## src/rtl/acc_channel_scheduler.sv

```systemverilog
// rtl/acc_channel_scheduler.sv - one adder time-multiplexed over NUM_CH accumulator channels
module acc_channel_scheduler #(
  parameter int NUM_CH    = 4,
  parameter int ACC_WIDTH = 16,
  parameter int ADD_WIDTH = 16,
  localparam int CH_W     = $clog2(NUM_CH)
) (
  input  logic                 clk,
  input  logic                 rst_n,
  input  logic                 tick,
  input  logic                 cfg_we,
  input  logic [CH_W-1:0]      cfg_ch,
  input  logic [ADD_WIDTH-1:0] cfg_step,
  input  logic                 cfg_en,
  input  logic                 cfg_clr,
  input  logic                 overrun_clr,
  input  logic [CH_W-1:0]      rd_ch,
  output logic [ACC_WIDTH-1:0] rd_data,
  output logic                 busy,
  output logic                 out_valid,
  output logic [CH_W-1:0]      out_ch,
  output logic [ACC_WIDTH-1:0] out_data,
  output logic                 overrun
);

  typedef enum logic {IDLE, RUN} state_t;

  state_t                 state, state_next;
  logic [CH_W-1:0]        idx;
  logic [ACC_WIDTH-1:0]   acc  [NUM_CH];
  logic [ADD_WIDTH-1:0]   step [NUM_CH];
  logic [NUM_CH-1:0]      en;
  logic [ACC_WIDTH-1:0]   sum;
  logic                   last_slot;
  logic                   clr_hit;

  assign rd_data = acc[rd_ch];

  always_comb begin
    state_next = state;
    busy       = (state == RUN);
    last_slot  = (idx == CH_W'(NUM_CH - 1));
    sum        = acc[idx] + ACC_WIDTH'(step[idx]);
    clr_hit    = cfg_we && cfg_clr && (cfg_ch == idx);
    case (state)
      IDLE: if (tick) state_next = RUN;
      RUN:  if (last_slot) state_next = IDLE;
      default: state_next = IDLE;
    endcase
  end

  always_ff @(posedge clk) begin
    if (!rst_n) begin
      state     <= IDLE;
      idx       <= '0;
      en        <= '0;
      out_valid <= 1'b0;
      out_ch    <= '0;
      out_data  <= '0;
      overrun   <= 1'b0;
      for (int i = 0; i < NUM_CH; i++) begin
        acc[i]  <= '0;
        step[i] <= '0;
      end
    end else begin
      state     <= state_next;
      out_valid <= 1'b0;
      if (state == RUN) begin
        // idx wraps back to 0 after the last slot since NUM_CH is a power of two
        idx <= idx + 1'b1;
        if (en[idx]) begin
          acc[idx]  <= sum;
          out_valid <= 1'b1;
          out_ch    <= idx;
          out_data  <= clr_hit ? '0 : sum;
        end
      end else begin
        idx <= '0;
      end
      // A same-edge config write lands after the add, so a clear beats it
      if (cfg_we) begin
        step[cfg_ch] <= cfg_step;
        en[cfg_ch]   <= cfg_en;
        if (cfg_clr) acc[cfg_ch] <= '0;
      end
      if (tick && state == RUN) overrun <= 1'b1;
      else if (overrun_clr)     overrun <= 1'b0;
    end
  end

endmodule

```

## config.mk

```make
export PLATFORM = sky130hd
export DESIGN_NAME = acc_channel_scheduler
export DESIGN_NICKNAME = d
export VERILOG_FILES = /design/src/rtl/acc_channel_scheduler.sv
export SDC_FILE = /design/constraint.sdc
export NUM_CORES = 1
export LEC_CHECK = 0
export CELL_PAD_IN_SITES_DETAIL_PLACEMENT = 2
export CELL_PAD_IN_SITES_GLOBAL_PLACEMENT = 2
export CORE_MARGIN = 5
export CORE_UTILIZATION = 38
export DETAILED_ROUTE_END_ITERATION = 10
export PLACE_DENSITY_LB_ADDON = 0.1
export SLEW_MARGIN = 20
export SYNTH_ARGS = -nofsm -noshare
export SYNTH_HDL_FRONTEND = slang
export SYNTH_SLANG_ARGS = --single-unit
```

## constraint.sdc

```tcl
create_clock -name clk -period 4.4 [get_ports clk]
set_input_delay 0.66 -clock clk [delete_from_list [all_inputs] [get_ports clk]]
set_output_delay 0.66 -clock clk [all_outputs]
set_load 0.01 [all_outputs]
```

Word level (Yosys, flattened, before mapping):

Memory sizes are Yosys's and may differ from the RTL's. A register that Yosys moved wholly into a read port is not among the register bits.
Cells that the tools add are included.

* flip-flop bits (word level): 27
* memory bits (writable): 128
* bits of input ports: 27
* output and inout bits: 37
* logic and storage cells: 61
* memories: 2

* add/subtract/negate cells: 2
* order comparisons: 3
* equality and inequality tests: 2
* muxes and demuxes: 34
* bitwise operators: 1
* reductions and logical operators: 10

Memories
* acc: depth 4, width 16, read ports 2, clocked after memory_dff 1, wr ports 4, RTL line 30 `logic [ACC_WIDTH-1:0] acc [NUM_CH];`
* step: depth 4, width 16, read ports 1, clocked after memory_dff 1, wr ports 4, RTL line 31 `logic [ADD_WIDTH-1:0] step [NUM_CH];`

Operators with widths (count)
* 16-bit two-way mux: 4
* 16-bit OR reduction: 3
* 1-bit two-way mux: 21
* 16-bit adder: 1
* 2-bit two-way mux: 5
* 2-bit by 3-bit less-than comparator with 1-bit output (second input constant): 2
* 4-bit bitwise mux: 1
* 1-bit logical AND: 4
* 2-bit AND reduction: 2
* 2-bit by 1-bit adder with 2-bit output (second input constant): 1
* 1-bit binary-select mux with 2-bit select: 1
* 1-bit demux with 2-bit select: 1
* 2-bit equality test: 1
* 2-bit equality test (second input constant): 1
* 2-bit by 1-bit greater-or-equal comparator with 1-bit output (second input constant): 1
* 1-bit case mux with 2 select lines: 1
* 2-bit nonzero test: 1
* 1-bit inverter: 1

Longest topological paths before layout:

Gate-level depths: netlist (run 1).

* depth in word-level cells: 8
* gate-level depth with buffers: 11
* depth with buffers taken out: 9

Worst setup path after synthesis (run 1):

Ideal clock, no wire load.

* path kind: register to register
* from: reg idx[1]
* to: mem acc[2][8]
* library setup time: 133 ps
* arrival time: 3214 ps
* path slack: 1053 ps
* stages on the path, launching flop included: 12
* buffers on the path: 2
* clock period less this slack: 3347 ps
* path through: dfxtp_1 > clkbuf_1 > clkbuf_1 > mux4_2 > ha_1 > fa_1 > a21oi_1 > o21ai_0 > a2111oi_0 > nor3_1 > o21ai_0 > a21oi_1

RTL lines
* start, declared: RTL line 29 `logic [CH_W-1:0] idx;`
* start signal, assigned: RTL line 70 `idx <= idx + 1'b1;`
* end, declared: RTL line 30

==> reports/qor.csv, run 1 <==
metric;value;unit
status;completed;
yosys_warnings;0;
finalSetupTns;0;ns
die_h;150;µm
timing.fmax;262;MHz
die_x;150;µm
critPathCaptureType;flip-flop;
grt_max_degree;65;
post_drt_wl_per_cell;25.4;µm
die-area;22600;µm²
grt_usage;0.240;
vias_per_cell;5.72;
dp_worst_setup_slack;0.661;ns
synth_flop_cell;dfxtp_1;
final_nets;796;
tightest_slew;1.09;ns
cts_resized;0;
vias;5890;
synth_top_area_cell;edfxtp_1;
grt_pass1_wl;40200;µm
dp.cells;998;
port_buffers;63;
start_kind;flip-flop;
cts.sinks;155;
cts.clk_slew.worst_paths;0.07;ns
ys_ff_latch;155;
post-route-drc-count;0;
drive_gt1_frac;0.135;
met1_usage;0.303;
grt-ovfl-total;0;
cp_max_fo;21;
gp_congestion;0.808;
relSlewSlack;0.272;
clock_latency;0.43;ns
fin_crit;3.81;ns
dr.pass1.iters;4;
period_share;0.867;
crit_path_max_incr_delay;0.73;ns
mappedNetlistArea;7480;µm²
fin_worst_skew;0.0163;ns
power_leakage;3.23;nW
yosysSeqAreaShare;0.500;
grt_pass1_vias;6660;
crit_required;4.75;ns
fin_util;0.463;
syn_nets;742;
initial_utilization;0.386;
cts_buffers;17;
hp-class;reg -> reg;
grt_util_met2;0.418;
synth.distinct_cells;55;
max_cap_viol_count;0;
dpl.hpwl;18000;µm
synth.area.top_cells;edfxtp_1, dfxtp_1, mux4_2;
syn_avg_cell_area;10.7;µm²
rsz0062_at_grt;no;
antenna_cells;0;
path_cells;buf_4, mux4_2, ha_1, nand2_1, o211ai_1, a21boi_0, xnor2_1, nand2_1, a21oi_1;
drt_iter0_drc;307;
root_buffer;clkbuf_16;
grt_use_met3;0.0494;
vdd_drop_max;0.287;mV
ctsHoldBuffers;0;
finalNonFillerCells;1030;
cts_setup_buffers;0;
slowest_stage;xnor2_1;
area_growth;20.1;%
fp.coreArea;19400;µm²
final_max_slew_viol_count;0;
setup_viol;0;
ant_nets;0;
cts_tree;done;
h-tree-depth;4;
crit_arrival;4.17;ns
antenna_found_initial;0;
synth_edf_count;64;
grt-busiest-layer;met2;
clock_path_buffers;2;
num_rows;51;
finalWorstSetupSlack;0.586;ns
fill_cells;2033;
wl;26200;µm
netlist_instances;698;
crit_type;reg -> reg;
async_flop_share;0;
synth_top_area_frac;0.257;
hold_viol_final;0;
crit_path_frequent_cell;nand2_1;
ios;64;
power_density;378;nW/µm²
[critical path: cells and delay by family, from the launching register on]
kind	cells	cell delay, ns
and+or+nand+nor	2	0.27
muxes	1	0.56
AOI/OAI and AO/OA	3	0.79
buffers and inverters	1	0.43
DFF	1	0.56
adders and majority gates	1	0.39
xor gates and xnor gates	1	0.73
[cell usage after synthesis (2+ instances only)]
cell,instances
nand2_1,63
a21o_1,2
and2_1,7
inv_1,21
nor2b_1,6
o2bb2ai_1,6
o21a_1,5
nand3b_1,5
nor3_1,6
a22oi_1,3
o21bai_1,2
nand3_1,58
and3_1,2
a211oi_1,3
dfxtp_1,91
o211ai_1,2
a31oi_1,12
edfxtp_1,64
clkbuf_1,29
xnor2_1,12
xor2_1,2
or3_1,4
a21boi_0,3
mux4_2,47
mux2i_1,4
o21ai_0,12
nand4_1,4
buf_2,11
ha_1,16
buf_1,5
o21ai_1,2
a32o_1,4
nand2b_1,3
a22o_1,9
nor2_1,93
a21oi_1,61
[metrics by stage]
| stage | hold slack (ns) | total power [mW] | area (µm²) |
|---|---|---|---|
| 6_report | 0.469 | 3.40 | 8990 |
| 5_1_grt | 0.492 | 3.51 | 8990 |
| 4_1_cts | 0.474 | 3.42 | 8990 |
| 3_5_place_dp | 0.457 | 1.91 | 8390 |
| 3_3_place_gp | 0.445 | 1.90 | 8390 |
| 2_1_floorplan | 0.433 | 1.78 | 7480 |
[worst paths after layout]
path / from / slack [ns] / depth (start not counted) / endpoint
setup / recovery: idx[0] / 0.59 / 9 / acc[1][10]
hold / removal: out_data[4] / 0.47 / 1 / out_data[4]
setup reg to reg: idx[0] / 0.59 / 9 / acc[1][10]
hold reg to reg: out_data[4] / 0.47 / 1 / out_data[4]
[final cells by class]
| type | count | area (µm²) | share of cell area |
|---|---|---|---|
| Multi-Input combinational cell | 477 | 3480 | 0.387 |
| Timing Repair Buffer | 80 | 753 | 0.0838 |
| Tap cell | 265 | 332 | 0.0369 |
| Clock inverter | 10 | 113 | 0.0125 |
| Sequential cell | 155 | 3750 | 0.417 |
| Inverter | 21 | 78.8 | 0.00877 |
| Clock buffer | 22 | 487 | 0.0541 |
[cells by family (layout without fill, tap and decap cells)]
group | count (synthesis) | after routing | synth area share
AND/OR/NAND/NOR | 256 | 256 | 0.153
AO/OA/AOI/OAI | 138 | 138 | 0.118
flip-flops | 155 | 155 | 0.500
adder cells (fa/ha/maj) | 17 | 17 | 0.0294
XOR/XNOR | 14 | 14 | 0.0164
multiplexers | 52 | 52 | 0.148
buffers and inverters | 66 | 133 | 0.0349
[state kept, by name, indices dropped and copies added (netlist names)]
| name | count |
|---|---|
| busy | 1 |
| out_ch | 2 |
| out_valid | 1 |
| overrun | 1 |
| out_data | 16 |
| step | 64 |
| idx | 2 |
| en | 4 |
| acc | 64 |
[placed cells by master (no fill, tap or decap), drive strengths merged, types with 3 or more instances in the layout]
| master | instances |
|---|---|
| nand3b | 5 |
| nor3 | 6 |
| a211oi | 3 |
| mux4 | 47 |
| a21oi | 62 |
| buf | 18 |
| a21boi | 3 |
| edfxtp | 64 |
| ha | 16 |
| nand2b | 3 |
| clkbuf | 22 |
| nor2b | 7 |
| a32o | 4 |
| clkinv | 6 |
| nand3 | 58 |
| o21ai | 14 |
| o21a | 5 |
| dfxtp | 91 |
| mux2i | 4 |
| clkdlybuf4s50 | 62 |
| a22o | 10 |
| nand4 | 4 |
| nor2 | 93 |
| nand2 | 64 |
| and2 | 7 |
| a22oi | 3 |
| or3 | 4 |
| xnor2 | 12 |
| o2bb2ai | 6 |
| a31oi | 12 |
| inv | 23 |
[report_power, final]
part	internal, mW	total (mW)	leakage, nW	switching (mW)
sequential	1.55	1.58	1.36	0.0237
clock	0.904	1.52	0.299	0.616
combinational	0.114	0.305	1.57	0.191
total	2.57	3.40	3.23	0.831
[routing by layer]
layer | up-vias | part of all wire
met4 | 0 | 0.022
li1 | 2676 | -
met2 | 134 | 0.50
met3 | 38 | 0.038
met5 | - | 0
met1 | 3042 | 0.44
No activity file was read; power rests on OpenSTA's default activity.
==> inputs of run 2 (changes only) <==
--- a/config.mk
+++ b/config.mk
@@ -7,9 +7,11 @@
 export LEC_CHECK = 0
 export CELL_PAD_IN_SITES_DETAIL_PLACEMENT = 2
 export CELL_PAD_IN_SITES_GLOBAL_PLACEMENT = 2
+export CORE_ASPECT_RATIO = 1.2
 export CORE_MARGIN = 5
-export CORE_UTILIZATION = 38
+export CORE_UTILIZATION = 42
 export DETAILED_ROUTE_END_ITERATION = 10
+export DONT_BUFFER_PORTS = 1
 export PLACE_DENSITY_LB_ADDON = 0.1
 export SLEW_MARGIN = 20
 export SYNTH_ARGS = -nofsm -noshare
==> reports/qor.csv, run 2 (synthesized netlist as in run 1, its figures left out) <==
metric;value;unit;change
fill_cells;1787;;-12%
grt_pass1_vias;6469;;-2.9%
post-route-drc-count;0;;unchanged
cts_buffers;17;;unchanged
die_x;132;µm;-12%
setup_viol;0;;unchanged
dr.pass1.iters;5;;+1
gp_congestion;0.848;;+5.0%
finalSetupTns;0;ns;unchanged
vias;5666;;-3.8%
cts_resized;0;;unchanged
final_max_slew_viol_count;0;;unchanged
clock_path_buffers;2;;unchanged
dpl.hpwl;16600;µm;-8.1%
final_nets;721;;-9.4%
fp.coreArea;17500;µm²;-9.8%
cts.clk_slew.worst_paths;0.06;ns;about the same
grt_usage;0.247;;+0.00758
drive_gt1_frac;0.138;;+0.00304
power_density;405;nW/µm²;+7.1%
crit_required;4.66;ns;-0.09 ns
vdd_drop_max;0.268;mV;-6.7%
crit_type;reg -> reg;;
ios;64;;unchanged
grt-ovfl-total;0;;unchanged
wl;24800;µm;-5.3%
hp-class;in -> reg;;
post_drt_wl_per_cell;27.3;µm;+7.2%
fin_crit;3.82;ns;+0.00847 ns
cts_tree;done;;
layout_commonest_cell;nor2_1;;
cts.sinks;155;;unchanged
power_leakage;2.93;nW;-9.4%
relSlewSlack;0.215;;-0.0570
fin_worst_skew;0.0146;ns;-0.00163 ns
initial_utilization;0.428;;+0.0417
grt_max_degree;66;;+1.5%
ant_nets;0;;unchanged
critPathCaptureType;flip-flop;;
antenna_found_initial;0;;unchanged
area_growth;10.0;%;
port_buffers;0;;-100%
grt_pass1_wl;38800;µm;-3.4%
die_h;156;µm;+3.9%
final_cell_mix;nor2_1, dfxtp_1, edfxtp_1;;
max_cap_viol_count;0;;unchanged
timing.fmax;262;MHz;-0.22%
vias_per_cell;6.23;;+8.9%
cts_setup_buffers;0;;unchanged
antenna_cells;0;;unchanged
hold_viol_final;0;;unchanged
die-area;20600;µm²;-8.9%
dp.cells;878;;-12%
status;completed;;
drt_iter0_drc;284;;-7.5%
period_share;0.869;;+0.00192
h-tree-depth;4;;unchanged
largest_registers;acc x64, step x64, out_data x16;;
finalNonFillerCells;910;;-12%
root_buffer;clkbuf_16;;
start_kind;flip-flop;;
cp_max_fo;22;;+4.8%
clock_latency;0.43;ns;about the same
crit_arrival;4.08;ns;-0.09 ns
rsz0062_at_grt;no;;
ctsHoldBuffers;0;;unchanged
num_rows;53;;+3.9%
tightest_slew;1.18;ns;+0.0872 ns
==> run 2: final timing paths <==
kind,slack [ns],to,depth (start not counted),start
max reg2reg,0.58,acc[3][12],9,idx[0]
min reg2reg,0.48,en[0],2,en[0]
max,0.58,acc[3][12],9,idx[0]
min,0.37,en[3],1,rst_n
==> run 2: metrics by stage <==
step           setup slack [ns]   util  instance area, µm²  total power, mW  hold slack, ns
6_report                  0.577  0.470                8240             3.34           0.371
4_1_cts                   0.539  0.470                8230             3.36           0.346
2_1_floorplan              1.05      -                7480             1.78           0.433
5_1_grt                   0.291  0.470                8240             3.46           0.358
3_5_place_dp              0.679  0.436                7620             1.85           0.473
3_3_place_gp              0.766  0.436                7620             1.84           0.455
==> run 2: area by class of cell <==
type                            instances  area, µm²  area share
Inverter                               21       78.8     0.00957
Clock inverter                         15        175      0.0213
Sequential cell                       155       3750       0.455
Timing Repair Buffer                    5       37.5     0.00456
Multi-Input combinational cell        477       3500       0.425
Tap cell                              220        275      0.0334
Clock buffer                           17        425      0.0517
==> run 2: power breakdown <==
group | internal (mW) | switching [mW]
Sequential | 1.55 | 0.0286
Clock | 0.891 | 0.625
Combinational | 0.0850 | 0.155
Total | 2.53 | 0.808
==> run 2: worst max-delay path, cell delays in order, from the launching register on <==
cell	delay [ns]
dfxtp_2	0.76
mux4_2	0.59
ha_1	0.26
fa_1	0.42
a21oi_1	0.24
o211ai_1	0.19
a21boi_0	0.36
a21oi_1	0.15
xnor2_1	0.44
o21ai_0	0.25
==> run 2: routing by layer <==
| layer | track usage | part of all wire | vias to the layer above |
|---|---|---|---|
| li1 | - | - | 2533 |
| met1 | 0.296 | 0.40 | 2938 |
| met2 | 0.438 | 0.52 | 151 |
| met3 | 0.0521 | 0.045 | 44 |
| met4 | 0.0931 | 0.029 | 0 |
| met5 | 0 | 0 | - |
